==> src/rtl/fp_divider.sv <==
// Iterative single-precision divider (Y = A / B): restoring division, one quotient bit per clock.
// Denormal inputs are treated as zero, underflow flushes to zero, every NaN result is NAN_PATTERN.
module fp_divider #(
   parameter logic [31:0] NAN_PATTERN = 32'hFFFF_FFFF
) (
   input  logic        i_clk,
   input  logic        i_rst,
   input  logic        i_start,
   input  logic [31:0] i_a,
   input  logic [31:0] i_b,
   output logic        o_busy,
   output logic        o_done,
   output logic [31:0] o_y,
   output logic        o_div_by_zero
);

   typedef enum logic [2:0] {
      S_IDLE   = 3'd0,
      S_UNPACK = 3'd1,
      S_DIVIDE = 3'd2,
      S_ROUND  = 3'd3,
      S_DONE   = 3'd4
   } state_t;

   state_t             r_state;
   state_t             w_state_nxt;

   logic [31:0]        r_a;
   logic [31:0]        r_b;
   logic               r_sign;
   logic signed [9:0]  r_exp;
   logic [23:0]        r_sigb;
   logic [24:0]        r_rem;
   logic [26:0]        r_q;
   logic [4:0]         r_cnt;
   logic [31:0]        r_res_y;
   logic               r_res_dbz;
   logic               r_busy;
   logic               r_done;
   logic [31:0]        r_y;
   logic               r_dbz;

   logic               w_a_zero, w_a_inf, w_a_nan;
   logic               w_b_zero, w_b_inf, w_b_nan;
   logic               w_sign;
   logic               w_special;
   logic [31:0]        w_spec_y;
   logic               w_spec_dbz;

   logic               w_qbit;
   logic [24:0]        w_rem_sub;
   logic [24:0]        w_rem_nxt;

   logic [22:0]        w_man_pre;
   logic               w_guard;
   logic               w_sticky;
   logic               w_inc;
   logic signed [9:0]  w_exp_pre;
   logic signed [9:0]  w_exp_fin;
   logic [22:0]        w_man_fin;
   logic [31:0]        w_round_y;

   assign o_busy        = r_busy;
   assign o_done        = r_done;
   assign o_y           = r_y;
   assign o_div_by_zero = r_dbz;

   // State register.
   always_ff @(posedge i_clk) begin
      if (i_rst) begin
         r_state <= S_IDLE;
      end else begin
         r_state <= w_state_nxt;
      end
   end

   // Next-state logic.
   always_comb begin
      w_state_nxt = r_state;
      case (r_state)
         S_IDLE:   w_state_nxt = i_start ? S_UNPACK : S_IDLE;
         S_UNPACK: w_state_nxt = w_special ? S_DONE : S_DIVIDE;
         S_DIVIDE: w_state_nxt = (r_cnt == 5'd26) ? S_ROUND : S_DIVIDE;
         S_ROUND:  w_state_nxt = S_DONE;
         S_DONE:   w_state_nxt = S_IDLE;
         default:  w_state_nxt = S_IDLE;
      endcase
   end

   // Operand classification and special-case results.
   always_comb begin
      w_a_zero   = (r_a[30:23] == 8'h00);
      w_a_inf    = (r_a[30:23] == 8'hFF) && (r_a[22:0] == 23'd0);
      w_a_nan    = (r_a[30:23] == 8'hFF) && (r_a[22:0] != 23'd0);
      w_b_zero   = (r_b[30:23] == 8'h00);
      w_b_inf    = (r_b[30:23] == 8'hFF) && (r_b[22:0] == 23'd0);
      w_b_nan    = (r_b[30:23] == 8'hFF) && (r_b[22:0] != 23'd0);
      w_sign     = r_a[31] ^ r_b[31];
      w_special  = 1'b1;
      w_spec_y   = 32'h0000_0000;
      w_spec_dbz = 1'b0;
      if (w_a_nan || w_b_nan || (w_a_zero && w_b_zero) || (w_a_inf && w_b_inf)) begin
         w_spec_y = NAN_PATTERN;
      end else if (w_a_inf) begin
         w_spec_y = {w_sign, 8'hFF, 23'd0};
      end else if (w_b_zero) begin
         // a is finite and nonzero here: the only case that raises div_by_zero
         w_spec_y   = {w_sign, 8'hFF, 23'd0};
         w_spec_dbz = 1'b1;
      end else if (w_a_zero || w_b_inf) begin
         w_spec_y = {w_sign, 31'd0};
      end else begin
         w_special = 1'b0;
      end
   end

   // One restoring step: subtract the divisor when it fits.
   always_comb begin
      w_rem_sub = r_rem - {1'b0, r_sigb};
      w_qbit    = (r_rem >= {1'b0, r_sigb});
      if (w_qbit) begin
         w_rem_nxt = w_rem_sub;
      end else begin
         w_rem_nxt = r_rem;
      end
   end

   // Normalise, round to nearest even, and range-check the exponent.
   always_comb begin
      if (r_q[26]) begin
         w_man_pre = r_q[25:3];
         w_guard   = r_q[2];
         w_sticky  = (|r_q[1:0]) | (r_rem != 25'd0);
         w_exp_pre = r_exp;
      end else begin
         w_man_pre = r_q[24:2];
         w_guard   = r_q[1];
         w_sticky  = r_q[0] | (r_rem != 25'd0);
         w_exp_pre = r_exp - 10'sd1;
      end
      w_inc     = w_guard & (w_sticky | w_man_pre[0]);
      // an all-ones mantissa wraps to zero on increment, which is exactly 24'h800000
      w_man_fin = w_man_pre + {22'd0, w_inc};
      if (w_inc && (&w_man_pre)) begin
         w_exp_fin = w_exp_pre + 10'sd1;
      end else begin
         w_exp_fin = w_exp_pre;
      end
      if (w_exp_fin >= 10'sd255) begin
         w_round_y = {r_sign, 8'hFF, 23'd0};
      end else if (w_exp_fin <= 10'sd0) begin
         w_round_y = {r_sign, 31'd0};
      end else begin
         w_round_y = {r_sign, w_exp_fin[7:0], w_man_fin};
      end
   end

   // Datapath and registered outputs.
   always_ff @(posedge i_clk) begin
      if (i_rst) begin
         r_a       <= 32'd0;
         r_b       <= 32'd0;
         r_sign    <= 1'b0;
         r_exp     <= 10'sd0;
         r_sigb    <= 24'd0;
         r_rem     <= 25'd0;
         r_q       <= 27'd0;
         r_cnt     <= 5'd0;
         r_res_y   <= 32'd0;
         r_res_dbz <= 1'b0;
         r_busy    <= 1'b0;
         r_done    <= 1'b0;
         r_y       <= 32'd0;
         r_dbz     <= 1'b0;
      end else begin
         r_done <= 1'b0;
         case (r_state)
            S_IDLE: begin
               if (i_start) begin
                  r_a    <= i_a;
                  r_b    <= i_b;
                  r_busy <= 1'b1;
               end
            end
            S_UNPACK: begin
               r_sign    <= w_sign;
               r_res_y   <= w_spec_y;
               r_res_dbz <= w_spec_dbz;
               r_exp     <= $signed({2'b00, r_a[30:23]}) - $signed({2'b00, r_b[30:23]}) + 10'sd127;
               r_sigb    <= {1'b1, r_b[22:0]};
               r_rem     <= {2'b01, r_a[22:0]};
               r_q       <= 27'd0;
               r_cnt     <= 5'd0;
            end
            S_DIVIDE: begin
               r_q   <= {r_q[25:0], w_qbit};
               r_rem <= w_rem_nxt << 1;
               r_cnt <= r_cnt + 5'd1;
            end
            S_ROUND: begin
               r_res_y   <= w_round_y;
               r_res_dbz <= 1'b0;
            end
            S_DONE: begin
               r_busy <= 1'b0;
               r_done <= 1'b1;
               r_y    <= r_res_y;
               r_dbz  <= r_res_dbz;
            end
            default: begin
               r_busy <= 1'b0;
            end
         endcase
      end
   end

endmodule

==> config.mk <==
export PLATFORM = sky130hd
export DESIGN_NAME = fp_divider
export DESIGN_NICKNAME = d
export VERILOG_FILES = /design/src/rtl/fp_divider.sv
export SDC_FILE = /design/constraint.sdc
export NUM_CORES = 1
export LEC_CHECK = 0
export CAP_MARGIN = 20
export CORE_UTILIZATION = 55
export DETAILED_ROUTE_END_ITERATION = 8
export PLACE_DENSITY = 0.86
export SLEW_MARGIN = 30
export SYNTH_ARGS = -nofsm -noshare
export SYNTH_HDL_FRONTEND = slang
export SYNTH_SLANG_ARGS = --single-unit
==> constraint.sdc <==
create_clock -name i_clk -period 8.6 [get_ports i_clk]
set_input_delay 1.72 -clock i_clk [delete_from_list [all_inputs] [get_ports i_clk]]
set_output_delay 1.72 -clock i_clk [all_outputs]
set_load 0.05 [all_outputs]
==> run metrics <==
first-pass GRT wire length=about 50,000 µm; Syn Inst Count=1,589; worst hold stages=2; antenna viol nets, final=0; sw frac=0.3512; syn_nets=1,697; post-CTS resize count=0; GPL Wtd Cong=about 0.92; ys async rst share=0; Die Ht=150.7 µm; met2 WL=13,980 µm; Clock Root Buffer=clkbuf_16; detailed placer's ending HPWL=20,960 µm; max-cap violations=0; DRT Pass-1 Iters=5; largest family of logic cells by synthesized area=compound AO/OA/AOI/OAI gates; num ports=102; top sig layer=met4; status=finished clean; Worst Setup Start Kind=flop; fin area=0.01404 mm²; synth unique cells=76; Area growth syn-to-layout=15.45%; Sequential Power Share=0.363; initial antenna violation count=0; Die Area=0.02272 mm²; Clock transition at path regs=around 0.060 ns; r2r worst-path depth=10; hold crit path type=reg2reg; RSZ-0062 raised after global routing=no; slew margin rel.=0.3476; clock network power share=0.316; adder-cell area share of the yosys netlist=0.04340; final number of hold-violating endpoints=0; fillers=around 1,800; final net count=approximately 1,700; final setup TNS=0 ns; Pint=2.138 mW; Simple-Gate Fraction of Synth Area=0.2325; clock sinks=around 230; core area=0.02176 mm²; fin cells=1,915; final core occ=0.6456; layout cell share with drive strength beyond 1=0.06055; commonest non-fill, non-tap cell in the layout=nand2_1; Worst Setup End Kind=flop; largest net degree at the start of global routing=100; # DRC=0; Psw=1.157 mW; Seq/Total Area, Yosys=0.3735; xor/xnor cell area share of the yosys netlist=0.04011; leak pwr=4.903 nW; Slew @ Worst Pin=0.9784 ns; EDFF count, synth=0; Comb pwr share=0.322; dominant cell type by area after synthesis=dfxtp_1; f_max=226.1 MHz; Metal-1 WL=13,630 µm; Starting Density=0.5592; YS warnings=0; post-synthesis compound-gate area fraction=0.2387; H-tree depth=1; kind of critical path=reg2reg; post-synthesis mux area share=0.01522; Final Max Tran Viols=0; number of global-route vias before repair=10,330; dpl cells=1,871; VDD IR max=0.1854 mV; Arr. time, crit path=4.84 ns; metal3 WL=1771 µm; Setup Skew=~0.01 ns; Worst Path Required=9.02 ns; CTS max path bufs=3; most frequent cells in the layout=351 x nand2_1, 226 x dfxtp_1, 174 x a21oi_1; CTS tree=done; Syn Area/Cell=7.656 µm²; wire per inst=roughly 16 µm; WL final=a little over 30,000 µm; DIE WIDTH=150.7 µm; CP Max Fanout=68; Placed Area=0.01322 mm²; Synth area leaders=dfxtp_1 37%, nand2_1 11%, a21oi_1 7.2%, ha_1 4.0%, nor2_1 3.4%; Power Dens Cells=234.6 mW/mm²; via count=roughly 11,000; Clock Latency Late Sink=0.52 ns; Setup Fix Bufs, Post-CTS=0; GRT overflow=0; Mapped Area=0.01217 mm²; Final Cycle Share=0.5144; GRT Total Usage=0.2690; Site Rows=54; CTS Hold Buffers Added=0; Yosys top cell area share=0.3735; Initial DRC Count=898; vias per cell=5.914; final setup fails=0; ant diodes=0; Min Clock Period, post-route=4.424 ns; Seq cells post-synth=227; CTS buffer count=24; PortBufs=101; ys flop type=dfxtp_1
-- cell type report --
cell class	count	area, µm²	share of cell area
Clock buffer	31	668.1	0.04757
Clock inverter	12	120.1	0.008552
Inverter	63	236.5	0.01684
Multi-Input combinational cell	1189	6998	0.4983
Sequential cell	227	4546	0.3237
Tap cell	280	350.3	0.02494
Timing Repair Buffer	113	1126	0.08018
-- worst paths after layout --
path	start	end	slack, ns
worst max-delay path	r_q[26]	r_res_y[0]	4.18
worst min-delay path	r_res_y[19]	o_y[19]	0.45
worst max register to register	r_q[26]	r_res_y[0]	4.18
worst min register to register	r_res_y[19]	o_y[19]	0.45
-- through the flow --
step / power (mW) / worst slack (ns) / hold WS [ns]
6_report: 3.295 / 4.176 / 0.4477
5_1_grt: 3.473 / 3.847 / 0.4662
2_1_floorplan: 2.013 / 5.357 / 0.4288
4_1_cts: 3.295 / 4.182 / 0.4487
3_5_place_dp: 2.254 / 4.250 / 0.4417
3_3_place_gp: 2.227 / 4.044 / 0.4371
-- metal layers --
metal  vias to the layer above  GRT usage
li1                       5665          -
met3                        65    0.03727
met5                         -          0
met4                         0    0.09900
met2                       369     0.4468
met1                      5227     0.3537
-- synthesized netlist by cell type (7+ instances only) --
library cell / number
nand3_1: 39
a31oi_1: 12
a21boi_0: 9
nand2_1: 352
ha_1: 39
xnor2_1: 35
a311oi_1: 24
and2_1: 9
a21o_1: 12
dfxtp_1: 227
a21oi_1: 174
nor2b_1: 9
buf_1: 10
o32ai_2: 12
inv_1: 62
nand4_1: 13
o31ai_1: 8
nor2_1: 109
nand2b_1: 15
a22oi_1: 28
o21ai_0: 52
a211oi_1: 36
or4_1: 7
mux2i_1: 14
nor4_1: 22
o22ai_1: 22
xor2_1: 17
clkbuf_1: 92
and3_1: 10
nor3_1: 24
-- flip-flops by register name, indices dropped and copies added, names as in the netlist --
signal / cells
o_done: 1
r_sign: 1
r_b: 32
r_res_dbz: 1
o_busy: 1
r_cnt: 5
o_div_by_zero: 1
r_sigb: 24
r_a: 32
r_q: 27
r_rem: 25
o_y: 32
r_res_y: 32
r_state: 3
r_exp: 10
-- cell families after synthesis --
kind of cell | after synthesis
AOI/OAI and AO/OA | 440
xor gates and xnor gates | 54
and+or+nand+nor | 636
muxes | 18
buffers and inverters | 173
adders and majority gates | 41
DFF | 227
-- power by group through the flow --
| stage | Sequential [mW] | Clock [mW] | Combinational, mW |
|---|---|---|---|
| global route | 1.20 | 1.10 | 1.17 |
| CTS | 1.19 | 1.05 | 1.05 |
| floorplan | 1.20 | 0 | 0.815 |
| global placement | 1.21 | 0 | 1.02 |
| detailed placement | 1.22 | 0 | 1.04 |
| finish | 1.19 | 1.04 | 1.06 |
-- worst max-delay path, stage by stage, from the launching register on --
cell and delay, ns:
dfxtp_2 0.31, buf_4 0.53, nand2_1 0.19, a2111oi_0 0.56, nand4_1 0.20, nor2_1 0.63, or4b_4 0.57, mux2_1 0.33
a21o_1 0.23, a31o_2 0.41, o32ai_1 0.33
No activity file was read; power rests on OpenSTA's default activity.
